<file path="src/rtl/axi_fifo_rr_arb.sv">
`default_nettype none
// ============================================================================
// Module      : axi_fifo_rr_arb
// Description : Round-robin arbiter that merges NUM ready/valid requesters
//               into one registered output stage that feeds a FIFO write
//               port. A grant is held for a whole burst (through the beat
//               flagged last) when AXI_ARB_BURST_LOCK_EN is defined.
//               Otherwise the arbiter round-robins on every beat.
// Macro       : AXI_ARB_BURST_LOCK_EN (burst lock on/off)
// Revision    : 1.0 - initial release
// ============================================================================
module axi_fifo_rr_arb #(
    parameter  int NUM = 4,
    parameter  int FDW = 32,
    localparam int IDW = $clog2(NUM)
) (
    input  logic               clk,
    input  logic               rst,
    input  logic               clr,
    input  logic [NUM-1:0]     s_vld,
    output logic [NUM-1:0]     s_rdy,
    input  logic [NUM*FDW-1:0] s_data,
    input  logic [NUM-1:0]     s_last,
    output logic               m_vld,
    input  logic               m_rdy,
    output logic [FDW-1:0]     m_data,
    output logic               m_last,
    output logic [IDW-1:0]     m_id
);

    localparam logic [IDW:0]   C_NUM_EXT  = (IDW+1)'(NUM);
    localparam logic [IDW-1:0] C_LAST_IDX = IDW'(NUM-1);

`ifdef AXI_ARB_BURST_LOCK_EN
    typedef enum logic [0:0] {
        ST_IDLE  = 1'b0,
        ST_BURST = 1'b1
    } state_t;

    state_t         state_q, state_d;
    logic [IDW-1:0] gnt_q, gnt_d;
`endif

    logic           m_vld_q,  m_vld_d;
    logic [FDW-1:0] m_data_q, m_data_d;
    logic           m_last_q, m_last_d;
    logic [IDW-1:0] m_id_q,   m_id_d;
    logic [IDW-1:0] ptr_q,    ptr_d;

    logic           w_free;
    logic           w_kill;
    logic           w_win_vld;
    logic [IDW-1:0] w_win_idx;
    logic [IDW:0]   w_idx_ext;
    logic           w_sel_vld;
    logic [IDW-1:0] w_sel_idx;
    logic           w_accept;
    logic [IDW-1:0] w_ptr_next;

    // Output register can take a beat when empty or draining this cycle;
    // nothing is offered while a reset/clear would discard it.
    always_comb begin
        w_free = !m_vld_q || m_rdy;
        w_kill = rst || clr;
    end

    // Round-robin search: first valid requester at or after ptr, with wrap.
    // Walking offsets from high to low lets the smallest offset win last.
    always_comb begin
        w_win_vld = 1'b0;
        w_win_idx = '0;
        w_idx_ext = '0;
        for (int k = NUM - 1; k >= 0; k--) begin
            w_idx_ext = {1'b0, ptr_q} + (IDW+1)'(k);
            if (w_idx_ext >= C_NUM_EXT) begin
                w_idx_ext = w_idx_ext - C_NUM_EXT;
            end
            if (s_vld[w_idx_ext[IDW-1:0]]) begin
                w_win_vld = 1'b1;
                w_win_idx = w_idx_ext[IDW-1:0];
            end
        end
    end

    // Choose the serviced requester and drive the one-hot ready vector.
    always_comb begin
`ifdef AXI_ARB_BURST_LOCK_EN
        if (state_q == ST_BURST) begin
            w_sel_idx = gnt_q;
            w_sel_vld = s_vld[gnt_q];
        end else begin
            w_sel_idx = w_win_idx;
            w_sel_vld = w_win_vld;
        end
`else
        w_sel_idx = w_win_idx;
        w_sel_vld = w_win_vld;
`endif
        s_rdy = '0;
`ifdef AXI_ARB_BURST_LOCK_EN
        // A held grant keeps ready on its owner even while it stalls.
        if (state_q == ST_BURST) begin
            s_rdy[gnt_q] = w_free && !w_kill;
        end else if (w_win_vld) begin
            s_rdy[w_win_idx] = w_free && !w_kill;
        end
`else
        if (w_win_vld) begin
            s_rdy[w_win_idx] = w_free && !w_kill;
        end
`endif
        w_accept   = w_sel_vld && w_free && !w_kill;
        w_ptr_next = (w_sel_idx == C_LAST_IDX) ? '0 : w_sel_idx + 1'b1;
    end

    // Next-state: load the output stage on a handshake, drain it otherwise.
    always_comb begin
        m_vld_d  = m_vld_q;
        m_data_d = m_data_q;
        m_last_d = m_last_q;
        m_id_d   = m_id_q;
        ptr_d    = ptr_q;
`ifdef AXI_ARB_BURST_LOCK_EN
        state_d  = state_q;
        gnt_d    = gnt_q;
`endif
        if (w_accept) begin
            m_vld_d  = 1'b1;
            m_data_d = s_data[w_sel_idx*FDW +: FDW];
            m_last_d = s_last[w_sel_idx];
            m_id_d   = w_sel_idx;
`ifdef AXI_ARB_BURST_LOCK_EN
            if (s_last[w_sel_idx]) begin
                state_d = ST_IDLE;
                ptr_d   = w_ptr_next;
            end else begin
                state_d = ST_BURST;
                gnt_d   = w_sel_idx;
            end
`else
            ptr_d    = w_ptr_next;
`endif
        end else if (m_rdy) begin
            m_vld_d = 1'b0;
        end
    end

    // State register; rst and clr both return to the idle, empty state.
    always_ff @(posedge clk) begin
        if (rst || clr) begin
            m_vld_q  <= 1'b0;
            m_data_q <= '0;
            m_last_q <= 1'b0;
            m_id_q   <= '0;
            ptr_q    <= '0;
`ifdef AXI_ARB_BURST_LOCK_EN
            state_q  <= ST_IDLE;
            gnt_q    <= '0;
`endif
        end else begin
            m_vld_q  <= m_vld_d;
            m_data_q <= m_data_d;
            m_last_q <= m_last_d;
            m_id_q   <= m_id_d;
            ptr_q    <= ptr_d;
`ifdef AXI_ARB_BURST_LOCK_EN
            state_q  <= state_d;
            gnt_q    <= gnt_d;
`endif
        end
    end

    assign m_vld  = m_vld_q;
    assign m_data = m_data_q;
    assign m_last = m_last_q;
    assign m_id   = m_id_q;

endmodule
`default_nettype wire

</file>
<file path="config.mk">
export PLATFORM = sky130hd
export DESIGN_NAME = axi_fifo_rr_arb
export DESIGN_NICKNAME = d
export VERILOG_FILES = /design/src/rtl/axi_fifo_rr_arb.sv
export SDC_FILE = /design/constraint.sdc
export NUM_CORES = 1
export LEC_CHECK = 0
export ABC_AREA = 1
export BUFFER_PORTS_ARGS = -buffer_cell sky130_fd_sc_hd__buf_2
export CAP_MARGIN = 25
export CORE_MARGIN = 1.5
export CORE_UTILIZATION = 45
export DETAILED_ROUTE_END_ITERATION = 10
export GPL_TIMING_DRIVEN = 0
export PLACE_DENSITY_LB_ADDON = 0.12
export SLEW_MARGIN = 20
export SYNTH_ARGS = -nofsm -noshare
export SYNTH_HDL_FRONTEND = slang
export SYNTH_SLANG_ARGS = --single-unit
export TNS_END_PERCENT = 5
</file>
<file path="constraint.sdc">
create_clock -name clk -period 3.8 [get_ports clk]
set_input_delay 0.38 -clock clk [delete_from_list [all_inputs] [get_ports clk]]
set_output_delay 0.38 -clock clk [all_outputs]
set_load 0.005 [all_outputs]
</file>
==> run_results.csv, run 1 <==
group,metric,value,unit
drt,dr.pass1.iters,5,
clock_tree,cts_root_buf,"clkbuf_8",
final_layout,layout-drive-gt1-share,28.9,%
clock_tree,clk_path_buf_depth,2,
clock_tree,cts_tree,"yes",
final_layout,final_cell_mix,"buf_2 (201), nand2_1 (185), nand3_1 (168)",
pwr,vdd_ir_drop_max,0.135,mV
critical_path,worstSetupPathType,"reg -> out",
worst_hold_path,hold_path.class,"in -> reg",
clock_tree,h-tree-depth,2,
synth,synthesis.area,3250,um2
die,start_util,47.3,%
die,coreArea,6870,um2
clock_tree,cts_resized,0,
grt,grt_pass1_wl,16.1,mm
final_layout,synthToLayoutAreaGrowth,33.7,%
synth,synth_compound_area_share,2.04,%
grt,grt_pass1_vias,3880,
synth,yosysWarningCount,0,
clock_tree,numCtsBuffers,5,
timing,tns,0,ns
final_layout,nNetsFinal,936,
flow_run,cap_violations,0,
critical_path,cp_data_arrival_time,2.25,ns
synth,synth_cell_type_count,21,
drt,detail_route.wl_per_cell,11.3,um
clock_tree,postCtsSetupBuffers,0,
synth,ys.flop_type,"dfxtp_1",
final_layout,layout_commonest_cell,"buf_2",
drt,vias_per_cell,4.76,
synth,muxShareOfSynthArea,0,%
drt,routed_wl,10.1,mm
timing,setup_viol,0,
timing,fmax,380,MHz
placement,place_congestion,0.929,
synth,yosys.area_share.simple,50.8,%
synth,synth_top_family_by_area,"simple AND/OR/NAND/NOR gates",
pwr,p_leak,2.93,nW
drt,drcViolationCount,0,
synth,syn_area_per_cell,5.33,um2
timing,finalClockSkew,0.00573,ns
clock_tree,clk_latency,0.29,ns
die,die_area,7740,um2
synth,synth_edf_count,0,
synth,synthArstFlopShare,0,%
synth,synth-seq-area-share,23.4,%
outcome,status,"completed",
drt,vias,4245,
final_layout,diodes,0,
pwr,p_per_area,286,nW/um2
grt,grtUsageTotal,26.0,%
clock_tree,clock_sink_count,38,
timing,period_share,69.2,%
clock_tree,hold_buffers,0,
timing,finalMaxSlewViolations,0,
timing,rsz0062_at_grt,"false",
timing,post-route-min-period,2.63,ns
drt,drtIter0Drc,192,
grt,antenna_found_initial,0,
synth,synth_fa_ha_area_share,0.385,%
synth,syn-num-nets,750,
final_layout,stdcell_count,891,
critical_path,endpoint_kind,"output pin",
die,fp-row-count,30,
drt,ant_nets,0,
critical_path,setup.worst_path.start_class,"flip-flop",
timing,worstMarginPinSlew,0.584,ns
placement,dp.cells,884,
grt,overflow,0,
die,die_h,88.0,um
placement,post-place-ws,1.48,ns
placement,dpl.hpwl,8.00,mm
grt,grt_max_degree,12,
die,io-pin-count,180,
final_layout,nFillCells,713,
timing,setup_slack,1.17,ns
synth,synth-xor-area-share,0,%
critical_path,crit_required,3.42,ns
timing,hold_viol_final,0,
critical_path,reg2reg_slack,1.67,ns
synth,ys_ff_latch,38,
placement,io_buffers,179,
critical_path,crit_fanout,10,
synth,synthCells,609,
timing,maxSlewHeadroom,60.9,%
clock_tree,cts.reportedPaths.clkPinSlew,0.08,ns
die,die_w,88.0,um
## critical path, stage by stage (launching register included)
cell and delay (ns):
dfxtp_1 0.31, buf_4 0.16, o21ai_1 0.21, nand2_2 0.13, o211ai_4 0.39, buf_2 0.30
ha_1 0.17, inv_1 0.05, nor2_1 0.09, buf_2 0.12
## cells by family after synthesis
family                   Yosys count
buffers and inverters            186
flip-flops                        38
AND/OR/NAND/NOR                  374
AO/OA/AOI/OAI                     10
adder cells (fa/ha/maj)            1
## cell type report
class	instances	area, um2	area share (%)
timing repair buffer	179	896	20.6
clock inverter	2	10.0	0.230
multi-input combinational	385	1730	39.8
buffer	38	204	4.70
sequential	38	761	17.5
inverter	148	556	12.8
tap	96	120	2.77
clock buffer	5	68.8	1.58
## where the power goes
group | switching [mW] | leakage [nW] | total, mW | internal, mW
Clock | 0.145 | 0.0438 | 0.269 | 0.123
Combinational | 0.299 | 2.58 | 0.515 | 0.217
Sequential | 0.0220 | 0.312 | 0.458 | 0.436
Total | 0.466 | 2.93 | 1.24 | 0.776
## sequential cells by signal (all words and copies together) (netlist names)
| name | cells |
|---|---|
| ptr_q | 2 |
| m_data | 32 |
| m_last | 1 |
| m_vld | 1 |
| m_id | 2 |
## per-layer routing
metal  vias to the layer above  global-route usage, %  wire [um]
met4                         0                   8.37        164
met5                         -                      0          0
met1                      1883                   31.2       4340
met3                        15                   3.96        548
met2                       142                   47.3       5020
li1                       2205                      -          -
## synth_stat cells, types with 4 or more instances
| master | count | area (um2) |
|---|---|---|
| buf_2 | 22 | 110 |
| nand3_1 | 168 | 841 |
| nand2_2 | 4 | 25.0 |
| nand2_1 | 185 | 694 |
| inv_2 | 7 | 26.3 |
| inv_1 | 141 | 529 |
| nor2_1 | 11 | 41.3 |
| clkbuf_1 | 7 | 26.3 |
| dfxtp_1 | 38 | 761 |
## per-stage QoR
stage	utilization [%]	power, mW	instance area, um2	hold slack (ns)
6_report	63.2	1.24	4340	0.456
5_1_grt	63.2	1.34	4340	0.472
4_1_cts	63.2	1.25	4340	0.457
3_5_place_dp	62.1	0.981	4260	0.459
3_3_place_gp	62.1	0.971	4260	0.456
2_1_floorplan	-	0.790	3250	0.463
## path summary, 6_finish.rpt
kind                                               from                      end  depth (start not counted)
worst max register to register    ptr_q[0]$_SDFFE_PP0P_    ptr_q[1]$_SDFFE_PP0P_                          8
worst min-delay path                              m_rdy       m_vld$_SDFFE_PP0P_                          4
worst max-delay path              ptr_q[0]$_SDFFE_PP0P_                 s_rdy[3]                          9
worst min register to register  m_data[11]$_SDFFE_PP0P_  m_data[11]$_SDFFE_PP0P_                          2
Note: power is estimated with default switching activity, not from simulation.
==> run 2: changes to the inputs <==
Settings changed: CORE_UTILIZATION 45 to 41.
Clock period 3.8 ns to 2.35 ns, I/O delays scaled along.
==> run 2 against run 1 <==
Net effect: cell area up 2.5%; worst hold slack worse by 0.14 ns; count of clock-buffer cells in the layout unchanged; setup slack worse by 1.1 ns; critical path depth up 3; utilization down 5.3 points; cell count up 1.5%; sequential cell count unchanged; die area up 9.4%; sequential power up 62%; combinational power up 68%.
==> run_results.csv, run 2 (same netlist as run 1, synthesis figures left out) <==
group,metric,value,unit
pwr,p_sw_share,35.8,%
timing,fmax,447,MHz
placement,postPlaceCellArea,4270,um2
critical_path,cp_data_arrival_time,2.00,ns
placement,dp.cells,890,
clock_tree,cts_tree,"yes",
pwr,p_leak,2.98,nW
pwr,p_per_area,486,nW/um2
timing,period_share,95.1,%
die,io-pin-count,180,
clock_tree,h-tree-depth,2,
timing,rsz0062_at_grt,"true",
die,die_h,92.0,um
pwr,clkPwrFrac,25.9,%
final_layout,final_cell_mix,"buf_2 (200), nand2_1 (184), nand3_1 (168)",
final_layout,final_area,4450,um2
drt,vias,4186,
die,coreArea,7690,um2
clock_tree,cts.reportedPaths.clkPinSlew,0.08,ns
timing,worstMarginPinSlew,0.658,ns
drt,vias_per_cell,4.63,
critical_path,cp-endpoint,"s_rdy[0]",
timing,hold_viol_final,0,
drt,ant_nets,0,
clock_tree,numCtsBuffers,5,
grt,grtUsageTotal,24.0,%
timing,finalMaxSlewViolations,0,
grt,antenna_found_initial,0,
critical_path,reg2reg_from,"ptr_q[0]$_SDFFE_PP0P_",
final_layout,synthToLayoutAreaGrowth,37.1,%
pwr,vdd_ir_drop_max,0.259,mV
die,die_area,8460,um2
drt,routed_wl,10.4,mm
critical_path,endpoint_kind,"output pin",
pwr,p_comb_share,39.9,%
pwr,p_int,1.39,mW
grt,grt_pass1_wl,16.6,mm
placement,io_buffers,179,
grt,grt_max_degree,16,
die,start_util,42.3,%
critical_path,setup.worst_path.start_class,"flip-flop",
timing,maxSlewHeadroom,56.0,%
final_layout,stdcell_count,904,
critical_path,crit_fanout,10,
clock_tree,clock_sink_count,38,
critical_path,worstSetupPathType,"reg -> out",
die,fp-row-count,32,
die,die_w,92.0,um
outcome,status,"completed",
timing,tns,0,ns
grt,overflow,0,
critical_path,crit_required,2.12,ns
critical_path,reg2reg_slack,0.24,ns
final_layout,layout-drive-gt1-share,29.9,%
critical_path,startpoint,"ptr_q[0]$_SDFFE_PP0P_",
critical_path,r2r-end,"m_data[16]$_SDFFE_PP0P_",
clock_tree,cts_root_buf,"clkbuf_8",
final_layout,nFillCells,863,
worst_hold_path,hold_path.class,"in -> reg",
timing,whs,0.314,ns
grt,grt_pass1_vias,3687,
worst_hold_path,hp-start,"m_rdy",
pwr,p_seq_share,34.2,%
drt,detail_route.wl_per_cell,11.5,um
drt,drtIter0Drc,146,
clock_tree,clk_path_buf_depth,2,
drt,dr.pass1.iters,4,
critical_path,r2r_cells,17,
pwr,switchingPower,0.774,mW
placement,place_congestion,0.831,
drt,drcViolationCount,0,
final_layout,largest_register_ffs,32,
placement,dpl.hpwl,8.09,mm
final_layout,diodes,0,
timing,post-route-min-period,2.23,ns
final_layout,layout_commonest_cell,"buf_2",
final_layout,nNetsFinal,942,
timing,finalClockSkew,0.00352,ns
clock_tree,clk_latency,0.29,ns
timing,setup_viol,0,
flow_run,cap_violations,0,
## run 2: cell types whose count changed in the layout (fill, tap and decap cells not counted), sizes merged
cell    change
bufinv      +1
clkbuf      -1
buf         +7
## run 2: through the flow
stage / setup WS, ns / utilization (%) / power [mW]
5_1_grt: -0.0199 / 57.9 / 2.32
3_3_place_gp: 0.212 / 55.6 / 1.58
3_5_place_dp: 0.199 / 55.6 / 1.59
4_1_cts: 0.0348 / 57.2 / 2.15
2_1_floorplan: 0.549 / - / 1.28
6_report: 0.115 / 57.9 / 2.17
## run 2: worst min path at each step
stage | endpoint | slack (ns) | depth (start not counted)
CTS | m_vld$_SDFFE_PP0P_ | 0.31 | 4
global placement | m_data[18]$_SDFFE_PP0P_ | 0.46 | 2
floorplan | m_data[2]$_SDFFE_PP0P_ | 0.46 | 2
global route | m_vld$_SDFFE_PP0P_ | 0.34 | 4
finish | m_vld$_SDFFE_PP0P_ | 0.31 | 4
detailed placement | m_data[10]$_SDFFE_PP0P_ | 0.46 | 2
## run 2: area by class of cell
type                       count  area [um2]  area share (%)
buffer                        37         206            4.64
clock buffer                   5        68.8            1.55
clock inverter                 3        40.0           0.899
inverter                     148         556            12.5
multi-input combinational    385        1740            39.2
sequential                    38         762            17.1
tap                          102         128            2.87
timing repair buffer         186         948            21.3
## run 2: metal layers
| metal | vias to the layer above | share of wire (%) | GRT usage, % |
|---|---|---|---|
| met3 | 9 | 7.1 | 4.31 |
| met4 | 0 | 1.0 | 6.54 |
| li1 | 2216 | - | - |
| met1 | 1806 | 43 | 29.3 |
| met2 | 155 | 49 | 43.0 |
| met5 | - | 0 | 0 |
## run 2: repair_timing
action / CTS / global route
pin swaps: 1 / 1
endpoints found under the hold margin: 0 / 0
hold buffers: 0 / 0
resized for setup: 2 / 7
buffers inserted: 2 / 5
endpoints found under the setup margin: 3 / 4
gates cloned: 0 / 0
## run 2: power groups by stage
stage / sequential, mW / combinational [mW] / clock, mW
after detailed placement: 0.754 / 0.836 / 0
after global routing: 0.747 / 0.976 / 0.601
after global placement: 0.753 / 0.825 / 0
after floorplan: 0.756 / 0.522 / 0
after CTS: 0.739 / 0.847 / 0.568
final: 0.740 / 0.864 / 0.562
## run 2: critical path, stage by stage (launching register included)
cell and delay [ns]:
dfxtp_1 0.32, buf_4 0.17, nand2_1 0.12, nand3_2 0.12
o21ai_1 0.11, inv_2 0.07, nand4_1 0.14, nand2_2 0.10
buf_4 0.19, nor2_2 0.13, inv_2 0.05, nor2_1 0.08
buf_2 0.11
==> run 3: changes to the inputs <==
Settings changed: PLACE_DENSITY_LB_ADDON 0.12 to 0.3.
==> run 3 against run 2 <==
Net effect: sequential power barely moved; cell count is 0.11% lower; sequential cell count unchanged; combinational power is essentially flat; setup slack about the same; first-iteration DRC count rose by 4.8%; highest routed layer unchanged.
==> run_results.csv, run 3 (same netlist as run 1, synthesis figures left out) <==
group,metric,value,unit
outcome,status,"completed",
clock_tree,numCtsBuffers,5,
die,die_h,92.0,um
pwr,p_leak,2.98,nW
final_layout,multi_input_area,1750,um2
timing,post-route-min-period,2.24,ns
critical_path,cp_cell_sequence,"buf_6, nand2_1, nand2_2, inv_2, nand2_1, nand3_1, o211ai_4, buf_4, inv_2, buf_6, nor2_1, buf_2",
die,coreArea,7690,um2
timing,period_share,95.1,%
timing,setup_viol,0,
drt,detail_route.wl_per_cell,11.5,um
critical_path,reg2reg_from,"ptr_q[0]$_SDFFE_PP0P_",
critical_path,setup.worst_path.start_class,"flip-flop",
pwr,vdd_ir_drop_max,0.212,mV
critical_path,critPathTopFamily,"buffers and inverters",
critical_path,worstSetupPathType,"reg -> out",
clock_tree,cts_tree,"yes",
drt,routed_wl,10.4,mm
final_layout,nFillCells,827,
timing,hold_viol_final,0,
die,die_area,8460,um2
grt,grt_pass1_vias,3797,
grt,grtUsageTotal,24.0,%
grt,grt_pass1_wl,16.6,mm
clock_tree,h-tree-depth,2,
timing,maxSlewHeadroom,59.8,%
pwr,p_total,2.08,mW
timing,finalClockSkew,0.0115,ns
critical_path,reg2reg_slack,0.27,ns
critical_path,r2r_cells,15,
drt,drcViolationCount,0,
timing,worstMarginPinSlew,0.600,ns
drt,drtIter0Drc,153,
clock_tree,clk_latency,0.29,ns
grt,grt_max_degree,16,
placement,post-place-ws,0.154,ns
critical_path,r2r-end,"m_data[24]$_SDFFE_PP0P_",
placement,dpl.hpwl,8.23,mm
critical_path,endpoint_kind,"output pin",
timing,setup_slack,0.115,ns
pwr,p_per_area,468,nW/um2
drt,vias_per_cell,4.75,
final_layout,diodes,0,
critical_path,crit_slowest_cell,"dfxtp_1",
flow_run,cap_violations,0,
final_layout,synthToLayoutAreaGrowth,36.9,%
die,io-pin-count,180,
clock_tree,clock_sink_count,38,
clock_tree,cts_root_buf,"clkbuf_8",
worst_hold_path,hold_path.class,"in -> reg",
die,fp-row-count,32,
critical_path,crit_required,2.12,ns
placement,postPlaceCellArea,4270,um2
worst_hold_path,min_path_cells,4,
grt,antenna_found_initial,0,
critical_path,worst-path-buf-inv,6,
drt,dr.pass1.iters,6,
placement,place_congestion,0.830,
drt,ant_nets,0,
critical_path,cpPeakStageDelay,0.36,ns
placement,io_buffers,179,
critical_path,crit_fanout,10,
worst_hold_path,hold_end,"m_vld$_SDFFE_PP0P_",
final_layout,final_area,4450,um2
worst_hold_path,hp-start,"m_rdy",
drt,vias,4288,
die,die_w,92.0,um
final_layout,layout-drive-gt1-share,29.8,%
timing,tns,0,ns
final_layout,largest_register_ffs,32,
clock_tree,clk_path_buf_depth,2,
final_layout,area.sequential,762,um2
final_layout,nNetsFinal,941,
timing,fmax,447,MHz
clock_tree,cts.reportedPaths.clkPinSlew,0.08,ns
timing,finalMaxSlewViolations,0,
final_layout,layout_commonest_cell,"buf_2",
critical_path,cp_data_arrival_time,2.00,ns
final_layout,final_cell_mix,"buf_2 (198), nand2_1 (184), nand3_1 (168)",
grt,overflow,0,
die,start_util,42.3,%
timing,rsz0062_at_grt,"true",
==> run 3: tightest hold or removal path, stage by stage <==
cell and delay (ns):
buf_2 0.08, nor2_1 0.05, o21ai_0 0.15, inv_1 0.04
==> run 3: area by class of cell <==
type / instances / share of cell area, %
clock buffers: 6 / 1.86
repair buffers: 185 / 21.2
clock inverters: 2 / 0.281
well taps: 102 / 2.87
inverters: 148 / 12.5
multi-input cells: 385 / 39.3
plain buffers: 37 / 4.87
flip-flops and latches: 38 / 17.1
==> run 3: how the worst max path moves through the flow <==
| stage | cells after the start | startpoint | to |
|---|---|---|---|
| floorplan | 8 | ptr_q[0]$_SDFFE_PP0P_ | ptr_q[1]$_SDFFE_PP0P_ |
| global placement | 14 | ptr_q[0]$_SDFFE_PP0P_ | s_rdy[3] |
| detailed placement | 13 | ptr_q[1]$_SDFFE_PP0P_ | s_rdy[3] |
| CTS | 10 | ptr_q[0]$_SDFFE_PP0P_ | s_rdy[2] |
| global route | 13 | ptr_q[0]$_SDFFE_PP0P_ | s_rdy[0] |
| finish | 12 | ptr_q[0]$_SDFFE_PP0P_ | s_rdy[2] |
==> run 3: power breakdown <==
group	switching, mW	internal (mW)
clock	0.242	0.236
sequential	0.0352	0.705
combinational	0.489	0.375
total	0.767	1.32
==> run 3: per-layer routing <==
layer  vias up  track usage, %  wire length (um)
li1       2220               -                 -
met5         -               0                 0
met3        12            3.48               698
met4         0            4.87               111
met1      1891            28.6              4350
met2       165            45.1              5220
==> run 3: repair_timing <==
action                     4_1_cts  5_1_grt
pin swaps                        1        1
hold buffers                     0        0
resized for setup                3       10
setup endpoints to repair        3        4
setup buffers                    2        4
==> run 3: through the flow <==
stage               cells  hold WS [ns]  util (%)
finish                903         0.296      57.8
global route          903         0.318      57.8
CTS                   899         0.291      57.0
detailed placement    890         0.459      55.6
global placement      890         0.456      55.6
floorplan             609         0.463         -
